**config.mk**
```make
export PLATFORM = sky130hd
export DESIGN_NAME = mux_n_pipe
export DESIGN_NICKNAME = d
export VERILOG_FILES = /design/src/rtl/mux_n_pipe.sv
export SDC_FILE = /design/constraint.sdc
export NUM_CORES = 1
export LEC_CHECK = 0
export BUFFER_PORTS_ARGS = -buffer_cell sky130_fd_sc_hd__buf_4
export CAP_MARGIN = 15
export CORE_MARGIN = 5
export CORE_UTILIZATION = 45
export CTS_CLUSTER_DIAMETER = 40
export CTS_CLUSTER_SIZE = 14
export DETAILED_ROUTE_END_ITERATION = 12
export GPL_TIMING_DRIVEN = 0
export PLACE_DENSITY = 0.89
export REMOVE_ABC_BUFFERS = 1
export SYNTH_ARGS = -nofsm -noshare
export SYNTH_HDL_FRONTEND = slang
export SYNTH_SLANG_ARGS = --single-unit
```
**constraint.sdc**
```tcl
create_clock -name clk -period 1.7 [get_ports clk]
set_input_delay 0.34 -clock clk [delete_from_list [all_inputs] [get_ports clk]]
set_output_delay 0.34 -clock clk [all_outputs]
set_load 0.02 [all_outputs]
```
**src/rtl/mux_n_pipe.sv**
```systemverilog
// mux_n_pipe: parametrised N:1 datapath mux with a registered output stage,
// a one-entry skid buffer and valid/ready handshakes on both sides.
//
// Ports
//   clk        rising-edge clock
//   rst_n      asynchronous active-low reset
//   flush      synchronous clear of all buffered entries
//   in_valid   in_sel/in_data valid this cycle
//   in_ready   block accepts input this cycle (registered)
//   in_sel     channel select
//   in_data    flattened channels, channel i = in_data[i*WIDTH +: WIDTH]
//   out_valid  out_* hold a selected word (registered)
//   out_ready  consumer accepts out_* this cycle
//   out_data   selected word
//   out_sel    select value that produced out_data
//   out_err    in_sel was out of range; out_data is zero
module mux_n_pipe #(
    parameter  int unsigned WIDTH  = 32,
    parameter  int unsigned NUM_IN = 4,
    localparam int unsigned SEL_W  = $clog2(NUM_IN)
) (
    input  logic                    clk,
    input  logic                    rst_n,
    input  logic                    flush,
    input  logic                    in_valid,
    output logic                    in_ready,
    input  logic [SEL_W-1:0]        in_sel,
    input  logic [NUM_IN*WIDTH-1:0] in_data,
    output logic                    out_valid,
    input  logic                    out_ready,
    output logic [WIDTH-1:0]        out_data,
    output logic [SEL_W-1:0]        out_sel,
    output logic                    out_err
);

    // Buffered payload layout: {err, sel, data}
    localparam int unsigned PAY_W = WIDTH + SEL_W + 1;

    typedef enum logic [1:0] {
        ST_EMPTY = 2'd0,
        ST_ONE   = 2'd1,
        ST_FULL  = 2'd3
    } state_t;

    state_t           r_state;
    state_t           w_state_nxt;
    logic [PAY_W-1:0] r_main;
    logic [PAY_W-1:0] r_skid;
    logic [PAY_W-1:0] w_main_nxt;
    logic [PAY_W-1:0] w_skid_nxt;
    logic [PAY_W-1:0] w_word;
    logic [WIDTH-1:0] w_sel_data;
    logic             w_sel_err;
    logic             r_in_ready;
    logic             r_out_valid;
    logic             w_accept;
    logic             w_pop;

    assign w_accept = in_valid & r_in_ready;
    assign w_pop    = r_out_valid & out_ready;

    // Channel selection; a select with no matching channel yields zero + err
    always_comb begin
        w_sel_data = '0;
        w_sel_err  = 1'b1;
        for (int unsigned i = 0; i < NUM_IN; i++) begin
            if (in_sel == SEL_W'(i)) begin
                w_sel_data = in_data[i*WIDTH +: WIDTH];
                w_sel_err  = 1'b0;
            end
        end
        w_word = {w_sel_err, in_sel, w_sel_data};
    end

    // Next-state and buffer update
    always_comb begin
        w_state_nxt = r_state;
        w_main_nxt  = r_main;
        w_skid_nxt  = r_skid;
        case (r_state)
            ST_EMPTY: begin
                if (w_accept) begin
                    w_main_nxt  = w_word;
                    w_state_nxt = ST_ONE;
                end
            end
            ST_ONE: begin
                if (w_accept && !w_pop) begin
                    w_skid_nxt  = w_word;
                    w_state_nxt = ST_FULL;
                end else if (w_accept && w_pop) begin
                    w_main_nxt  = w_word;
                end else if (w_pop) begin
                    w_state_nxt = ST_EMPTY;
                end
            end
            ST_FULL: begin
                if (w_pop) begin
                    w_main_nxt  = r_skid;
                    w_state_nxt = ST_ONE;
                end
            end
            default: w_state_nxt = ST_EMPTY;
        endcase
        // Flush drops everything buffered; payload registers keep last value
        if (flush) begin
            w_state_nxt = ST_EMPTY;
            w_main_nxt  = r_main;
            w_skid_nxt  = r_skid;
        end
    end

    // State, payload and handshake registers
    always_ff @(posedge clk or negedge rst_n) begin
        if (!rst_n) begin
            r_state     <= ST_EMPTY;
            r_main      <= '0;
            r_skid      <= '0;
            r_out_valid <= 1'b0;
            r_in_ready  <= 1'b1;
        end else begin
            r_state     <= w_state_nxt;
            r_main      <= w_main_nxt;
            r_skid      <= w_skid_nxt;
            r_out_valid <= (w_state_nxt != ST_EMPTY);
            r_in_ready  <= (w_state_nxt != ST_FULL);
        end
    end

    assign in_ready  = r_in_ready;
    assign out_valid = r_out_valid;
    assign out_data  = r_main[WIDTH-1:0];
    assign out_sel   = r_main[WIDTH +: SEL_W];
    assign out_err   = r_main[PAY_W-1];

endmodule

```
======== Word-level counts from Yosys, hierarchy flattened ========
Cells that the tools add are included.
word-level totals
  bits in registers ....................... 74
  latch bits .............................. 0
  RAM bits ................................ 0
  bits in read-only memories .............. 0
  input port bits ......................... 135
  output and inout bits ................... 37
  memories kept ........................... 0
operators by class
  add/subtract/negate cells ............... 0
  multipliers ............................. 0
  divide/modulo/power cells ............... 0
  magnitude comparators ................... 0
  eq/ne operators ......................... 10
  shifts and indexed selects .............. 0
  multiplexer cells ....................... 20
  bitwise operators ....................... 3
  reductions and logical operators ........ 9
operators with widths
  kind                count
  $mux 35             4
  $mux 32             4
  $pmux 35 s3         1
  $mux 2              6
  $ne 2x2->1 const B  5
  $eq 2x2->1 const B  3
  $pmux 2 s3          1
  $reduce_and 6->1    1
  $eq 2x1->1 const B  2
  $logic_not 2->1     2
  $mux 1              4
  $reduce_and 3->1    1
  $reduce_bool 3->1   1
  $and 1x1->1         2
  $logic_and 1x1->1   2
  $reduce_bool 2->1   1
  $logic_not 1->1     1
  $not 1->1           1

======== Logic depth before layout (Yosys ltp) ========
Gate-level depths: netlist of run 1.
  depth in word-level cells ............... 8
  depth in mapped cells ................... 6
  gate-level depth less buffers ........... 3

======== Worst setup path after synthesis of run 1 ========
Ideal clock, no wire load.
  kind .................................... flip-flop to flip-flop
  start point ............................. reg r_in_ready, in the netlist in_ready
  end point ............................... reg r_main[14]
  arrival ................................. 1.670 ns
  slack ................................... -0.098 ns
  stages on the path, launching flop included .. 5
  period minus slack after synthesis ...... 1.798 ns
  cell sequence ........................... dfstp_2 -> nand3b_4 -> a211oi_4 -> buf_6 -> mux2_1
between the ends
  word-level cells in the longest chain between the ends .. 4
  elaborated cells on any way between the ends .. 7
  those cells by class .................... 3 x eq/ne; 1 x bitwise; 3 x reduce/logical
RTL lines
  item                                  line    RTL
  start, declared                       54      logic r_in_ready;
  start signal, assigned                126     r_in_ready <= (w_state_nxt != ST_FULL);
  $and 1x1->1 (*)                       59      assign w_accept = in_valid & r_in_ready;
  $logic_and 1x1->1 (on tied branches)  91, 88
  $ne 2x2->1 (no line)                  --
  $reduce_and 6->1 (no line) (*)        --
  end signal, assigned                  123     r_main <= w_main_nxt;
  end, declared                         47      logic [PAY_W-1:0] r_main;
Mark *: on every way between the ends. The rest lies on a longest branch, timed or not.
A chain may end at the register's enable or synchronous reset.

======== Final worst setup path of run 1 ========
  start point ............................. reg r_state[1]
  end point ............................... reg r_main[23]
between the ends
  word-level cells in the longest chain between the ends .. 3
  elaborated cells on any way between the ends .. 10
  those cells by class .................... 6 x eq/ne; 1 x mux; 3 x reduce/logical
RTL lines
  item                                                       line  RTL
  start, declared                                            45    state_t r_state;
  start signal, assigned                                     122   r_state <= w_state_nxt;
  $eq 2x1->1, or another cell as far along                   80    case (r_state)
  $ne 2x2->1 (no line) or $reduce_bool 3->1 (tied branches)  --
  $reduce_and 6->1 (no line)                                 --
Several ways; a longest one is shown, not always the timed one.

==> results.json, run 1 <==
{
  "clock-sinks": 74,
  "overflow": 0,
  "htreeDepth": 3,
  "violations": "negative setup slack",
  "numPortBuffers": 171,
  "yosysSeqAreaShare": 0.423,
  "cpMaxStageDelayCell": "dfrtp_4",
  "r2r_end": "r_main[23]",
  "drv_cap": 0,
  "grt_usage": 0.222,
  "slew_violations": 0,
  "min_period_ns": 1.91,
  "ys_types": 24,
  "routedWlPerCell_um": 20.4,
  "finalCritPeriodShare": 1.13,
  "combPwrFrac": 0.367,
  "antenna_cells": 0,
  "drt_iter0_drc": 113,
  "clockBufferDepth": 2,
  "synth_area_per_cell_sq_um": 12.4,
  "nNetsFinal": 663,
  "finalSetupViolCount": 69,
  "ys_warn_count": 0,
  "crit_end": "r_main[23]",
  "dieHeight_um": 109,
  "die-area_sq_mm": 0.0118,
  "ys_ff_latch": 74,
  "stdcell_area_sq_mm": 0.00653,
  "drc": 0,
  "crit_arrival_ns": 2.15,
  "first_pass_iters": 4,
  "multiInputGateArea_sq_mm": 0.00260,
  "startpoint": "r_state[1]",
  "skew_ns": 0.0127,
  "final_cell_mix": "buf_4 (178), mux2i_1 (96), dfrtp_1 (71)",
  "sw_frac_of_total": 0.309,
  "cp.required_ns": 1.93,
  "hp-class": "input port to asynchronous set/reset pin",
  "grt_start_max_net_pins": 75,
  "fillers": 759,
  "totalWireLength_mm": 13.6,
  "core-area_sq_mm": 0.00964,
  "netlist_area_sq_mm": 0.00438,
  "instances_no_fill": 666,
  "fp.dieW_um": 109,
  "total_power_uw": 6580,
  "ff_latch_area_sq_mm": 0.00186,
  "max_slew_margin": 0.293,
  "cts-root-buf": "clkbuf_8",
  "cts.clk_slew.worst_paths_ns": 0.08,
  "setup.worst_path.end_class": "flip-flop",
  "fmax_ghz": 0.523,
  "fin_hold_ws_ns": 0.145,
  "initial_core_util": 0.455,
  "avgViaCountPerCell": 5.60,
  "ant_nets": 0,
  "place_ws_ns": -1.03,
  "cp_max_fo": 8,
  "drive_gt1_frac": 0.544,
  "gp_congestion": 0.709,
  "placementRows": 36,
  "worstSetupStartpointType": "flip-flop",
  "postPlaceCellArea_sq_mm": 0.00575,
  "dp_cells": 630,
  "grt_pass1_vias": 4113,
  "finalHoldViolations": 0,
  "grt_antenna_before_repair": 0,
  "switchingPower_uw": 2030,
  "layout_commonest_cell": "buf_4",
  "power.density_mw_per_mm2": 1010,
  "ios": 172,
  "max-vdd-ir-drop_v": 0.000656,
  "power_frac_seq": 0.397,
  "leakagePower_uw": 0.00318,
  "tightest_slew_ns": 1.06,
  "p_int_uw": 4540,
  "pwr-share-clk": 0.236,
  "crit_type": "flip-flop to flip-flop",
  "cpMostUsedCell": "buf_12",
  "reg2reg_depth": 7,
  "status": "finished, violations left",
  "max_stage_delay_ns": 0.51,
  "vias": 3731,
  "insertion_delay_ns": 0.35,
  "rsz0062_at_grt": "true",
  "syn2layout_area_growth_pct": 49.0,
  "grt_pass1_wl_mm": 20.5,
  "rrSetupSlack_ns": -0.21,
  "cts_tree": "yes",
  "r2r_start": "r_state[1]",
  "cp_cell_sequence": "buf_16, nand3b_4, a211oi_4, buf_6, buf_12, buf_12, mux2_2",
  "dp_hpwl_mm": 8.16,
  "numCtsBuffers": 9,
  "synthCells": 354,
  "layout_setup_ws_ns": -0.213
}
==> metrics by stage <==
step | utilization | setup TNS [ns]
after floorplan | - | -65.26
after global placement | 0.585 | -143.15
after detailed placement | 0.597 | -56.94
after CTS | 0.660 | -9.62
after global routing | 0.677 | -12.56
final | 0.677 | -10.59
==> cell type report <==
cell class | count | share of cell area
multi-input cells | 248 | 0.398
clock inverters | 7 | 0.0155
well taps | 133 | 0.0255
flip-flops and latches | 74 | 0.285
repair buffers | 195 | 0.257
clock buffers | 9 | 0.0190
==> critical path: cells and delay by family, from the launching register on <==
family / cells / cell delay [ns]
AOI/OAI and AO/OA: 1 / 0.22
buffers and inverters: 4 / 0.54
DFF: 1 / 0.51
muxes: 1 / 0.33
and+or+nand+nor: 1 / 0.18
==> synth_stat cells <==
| library cell | instances | area [sq um] |
|---|---|---|
| a211oi_4 | 1 | 20.0 |
| a21bo_2 | 2 | 20.0 |
| a21boi_0 | 1 | 7.51 |
| a21o_1 | 1 | 7.51 |
| a21oi_1 | 1 | 5.00 |
| a31oi_1 | 2 | 12.5 |
| and2_1 | 1 | 6.26 |
| and3_1 | 1 | 6.26 |
| buf_2 | 14 | 70.1 |
| buf_4 | 2 | 15.0 |
| buf_6 | 6 | 67.6 |
| clkbuf_1 | 11 | 41.3 |
| dfrtp_1 | 73 | 1830 |
| dfstp_2 | 1 | 26.3 |
| mux2_1 | 37 | 417 |
| mux2_2 | 33 | 372 |
| mux2i_1 | 96 | 961 |
| nand2_1 | 2 | 7.51 |
| nand2_2 | 1 | 6.26 |
| nand3_1 | 33 | 165 |
| nand3b_4 | 1 | 20.0 |
| nor2b_1 | 1 | 6.26 |
| nor3_4 | 1 | 16.3 |
| o221ai_1 | 32 | 280 |
==> power groups by stage <==
stage,sequential [uW],clock (uW),combinational (uW)
floorplan,2840,0,716
global placement,2580,0,1830
detailed placement,2620,0,1930
CTS,2580,1590,2220
global route,2660,1680,2550
finish,2610,1550,2410
==> cell families (layout without fill, tap and decap cells) <==
group,after synthesis,after routing,synth area share
multiplexers,166,166,0.399
flip-flops,74,74,0.423
AND/OR/NAND/NOR,41,41,0.0534
AO/OA/AOI/OAI,40,41,0.0805
buffers and inverters,33,211,0.0442
==> flip-flops by register name (all words and copies together), names as in the netlist <==
name       count
r_state        2
out_valid      1
r_main        35
r_skid        35
in_ready       1
==> metal layers <==
layer  global-route usage  share of wire  wire length (um)  vias up
li1                     -              -                 -     1708
met1                0.268           0.40              5460     1869
met2                0.393           0.52              7040      127
met3               0.0450          0.057               777       27
met4               0.0748          0.022               301        0
met5                    0              0                 0        -
==> worst min-delay path by stage <==
stage	endpoint	slack [ns]	cells after the start
3_5_place_dp	r_main[20]	0.48	1
2_1_floorplan	out_valid	0.04	0
4_1_cts	r_main[9]	0.18	1
6_report	r_main[9]	0.15	1
3_3_place_gp	r_skid[26]	0.47	1
5_1_grt	r_main[31]	0.21	1
==> timing repair <==
| item | CTS | global route |
|---|---|---|
| setup buffers | 16 | 0 |
| hold buffers | 0 | 0 |
| cloned | 3 | 2 |
| pin swaps | 2 | 0 |
| endpoints found under the hold margin | 0 | 0 |
| endpoints found under the setup margin | 71 | 69 |
| resized for setup | 42 | 38 |
No activity file was read; power rests on OpenSTA's default activity.
==> run 2: changes to the inputs <==
--- a/config.mk
+++ b/config.mk
@@ -5,15 +5,16 @@
 export SDC_FILE = /design/constraint.sdc
 export NUM_CORES = 1
 export LEC_CHECK = 0
-export BUFFER_PORTS_ARGS = -buffer_cell sky130_fd_sc_hd__buf_4
+export BUFFER_PORTS_ARGS = -buffer_cell sky130_fd_sc_hd__clkbuf_2
 export CAP_MARGIN = 15
 export CORE_MARGIN = 5
 export CORE_UTILIZATION = 45
 export CTS_CLUSTER_DIAMETER = 40
-export CTS_CLUSTER_SIZE = 14
+export CTS_CLUSTER_SIZE = 25
 export DETAILED_ROUTE_END_ITERATION = 12
 export GPL_TIMING_DRIVEN = 0
 export PLACE_DENSITY = 0.89
+export RECOVER_POWER = 50
 export REMOVE_ABC_BUFFERS = 1
 export SYNTH_ARGS = -nofsm -noshare
 export SYNTH_HDL_FRONTEND = slang
==> run 2 against run 1 <==
  * First-iteration DRC count rose by 29%
  * Flip-flop and latch count unchanged
  * Clock power fell by 22%
  * Final cell count grew 1.2%
  * Largest cell class unchanged
  * Via count up 2.1%
  * Largest power group unchanged
  * Cell area fell by 5.5%
  * Total power shrank 7.8%
  * Die area is the same
  * The run still ends with negative setup slack left
  * Core utilization down 3.7 points
  * Register-to-register slack improved by 0.11 ns
  * Global-route usage decreased by 0.93 points
==> results.json, run 2 (synthesized netlist as in run 1, its figures left out) <==
{
  "max_stage_delay_ns": 0.52,
  "ant_nets": 0,
  "gp_congestion": 0.741,
  "core-area_sq_mm": 0.00964,
  "crit_family": "flip-flops",
  "avgViaCountPerCell": 5.65,
  "grt_pass1_vias": 4099,
  "crit_cells": 5,
  "grt_start_max_net_pins": 39,
  "grt_usage": 0.212,
  "power_frac_seq": 0.430,
  "status": "finished, violations left",
  "antenna_cells": 0,
  "insertion_delay_ns": 0.34,
  "path_buf_inv": 2,
  "pwr-share-clk": 0.200,
  "vias": 3811,
  "leakagePower_uw": 0.00312,
  "first_pass_iters": 4,
  "setup.worst_path.end_class": "flip-flop",
  "finalCritPeriodShare": 1.06,
  "initial_core_util": 0.455,
  "cp.required_ns": 1.92,
  "placementRows": 36,
  "cp_max_fo": 8,
  "grt_pass1_wl_mm": 19.8,
  "layout_setup_ws_ns": -0.0999,
  "tightest_slew_ns": 0.967,
  "instances_no_fill": 674,
  "cts_tree": "yes",
  "drv_cap": 0,
  "numCtsBuffers": 9,
  "hp-class": "input port to asynchronous set/reset pin",
  "nNetsFinal": 671,
  "p_int_uw": 4090,
  "totalWireLength_mm": 13.5,
  "skew_ns": 0.00966,
  "clock-sinks": 74,
  "rrSetupSlack_ns": -0.1,
  "max-vdd-ir-drop_v": 0.000494,
  "place_ws_ns": -1.30,
  "clockBufferDepth": 2,
  "dp_hpwl_mm": 8.55,
  "routedWlPerCell_um": 20.1,
  "rsz0062_at_grt": "true",
  "dp_cells": 633,
  "die-area_sq_mm": 0.0118,
  "crit_type": "flip-flop to flip-flop",
  "crit_end": "r_skid[6]",
  "cpMaxStageDelayCell": "dfrtp_4",
  "switchingPower_uw": 1970,
  "numPortBuffers": 171,
  "cts_hold_buf": 0,
  "worstSetupStartpointType": "flip-flop",
  "fp.dieW_um": 109,
  "finalHoldViolations": 0,
  "sw_frac_of_total": 0.324,
  "startpoint": "r_state[1]",
  "min_period_ns": 1.80,
  "fmax_ghz": 0.556,
  "cp_cell_sequence": "nand3b_4, nor3_4, clkbuf_16, clkbuf_16, mux2_4",
  "reg2reg_depth": 5,
  "htreeDepth": 3,
  "slew_violations": 0,
  "grt_antenna_before_repair": 0,
  "cts.clk_slew.worst_paths_ns": 0.08,
  "finalSetupViolCount": 66,
  "layout_commonest_cell": "clkbuf_2",
  "dieHeight_um": 109,
  "combPwrFrac": 0.371,
  "cpMostUsedCell": "clkbuf_16",
  "largestRegisters": "r_main x35, r_skid x35, r_state x2",
  "cts-root-buf": "clkbuf_8",
  "overflow": 0,
  "drive_gt1_frac": 0.551,
  "r2r_end": "r_skid[6]",
  "crit_arrival_ns": 2.02,
  "syn2layout_area_growth_pct": 40.8,
  "violations": "negative setup slack",
  "drt_iter0_drc": 146,
  "final_cell_mix": "clkbuf_2 (169), mux2i_1 (96), dfrtp_1 (71)",
  "power.density_mw_per_mm2": 982,
  "r2r_start": "r_state[1]",
  "max_slew_margin": 0.355,
  "ios": 172,
  "drc": 0
}
==> run 2: changes by cell type in the layout (fill, tap and decap cells not counted), sizes merged <==
cell and delta:
inv -2, clkinv +2, clkinvlp -2, clkbuf +178
buf -166, a21o +1, bufinv -2, bufbuf -1
==> run 2: area by class of cell <==
type	instances	area [sq um]
Clock buffer	13	149
Sequential cell	74	1860
Timing Repair Buffer	202	1330
Tap cell	133	166
Fill cell	766	3470
Multi-Input combinational cell	249	2650
Clock inverter	3	15.0
==> run 2: worst min path at each step <==
stage / to / slack (ns) / cells past startpoint
after CTS: r_main[5] / 0.008 / 1
after floorplan: out_valid / 0.04 / 0
after detailed placement: r_main[5] / 0.39 / 1
after global routing: r_skid[5] / 0.20 / 1
after global placement: r_skid[26] / 0.47 / 1
final: r_main[9] / 0.13 / 1
==> run 2: worst register-to-register path: cells and delay by family, from the launching register on <==
kind / cells / cell delay [ns]
buffers and inverters: 2 / 0.40
DFF: 1 / 0.52
muxes: 1 / 0.30
and+or+nand+nor: 2 / 0.46
==> run 2: power groups by stage <==
stage | Combinational, uW | Sequential, uW | Clock (uW)
after floorplan | 716 | 2840 | 0
after global placement | 1600 | 2580 | 0
after detailed placement | 1740 | 2610 | 0
after CTS | 1910 | 2570 | 1260
after global routing | 2390 | 2660 | 1330
final | 2250 | 2600 | 1210
==> run 2: per-layer routing <==
metal  track usage  routed length (um)  vias to the layer above
met4        0.0775                 215                        0
met2         0.386                7140                      155
met5             0                   0                        -
li1              -                   -                     1728
met3        0.0302                 845                       20
met1         0.254                5330                     1908
==> run 2: stage by stage <==
| stage | power (uW) | hold WS (ns) | TNS (ns) | utilization | instance area (sq um) |
|---|---|---|---|---|---|
| floorplan | 3560 | 0.0444 | -65.26 | - | 4190 |
| global placement | 4180 | 0.468 | -160.25 | 0.541 | 5210 |
| detailed placement | 4350 | 0.391 | -65.49 | 0.561 | 5410 |
| CTS | 5730 | 0.00840 | -2.67 | 0.609 | 5870 |
| global route | 6380 | 0.199 | -7.12 | 0.640 | 6170 |
| finish | 6060 | 0.134 | -4.51 | 0.640 | 6170 |
==> run 2: what timing repair did <==
action	4_1_cts	5_1_grt
buffers inserted	17	2
cloned	2	4
gates resized for setup	31	57
pin swaps	2	3
endpoints found under the setup margin	71	66
hold endpoints to repair	0	0
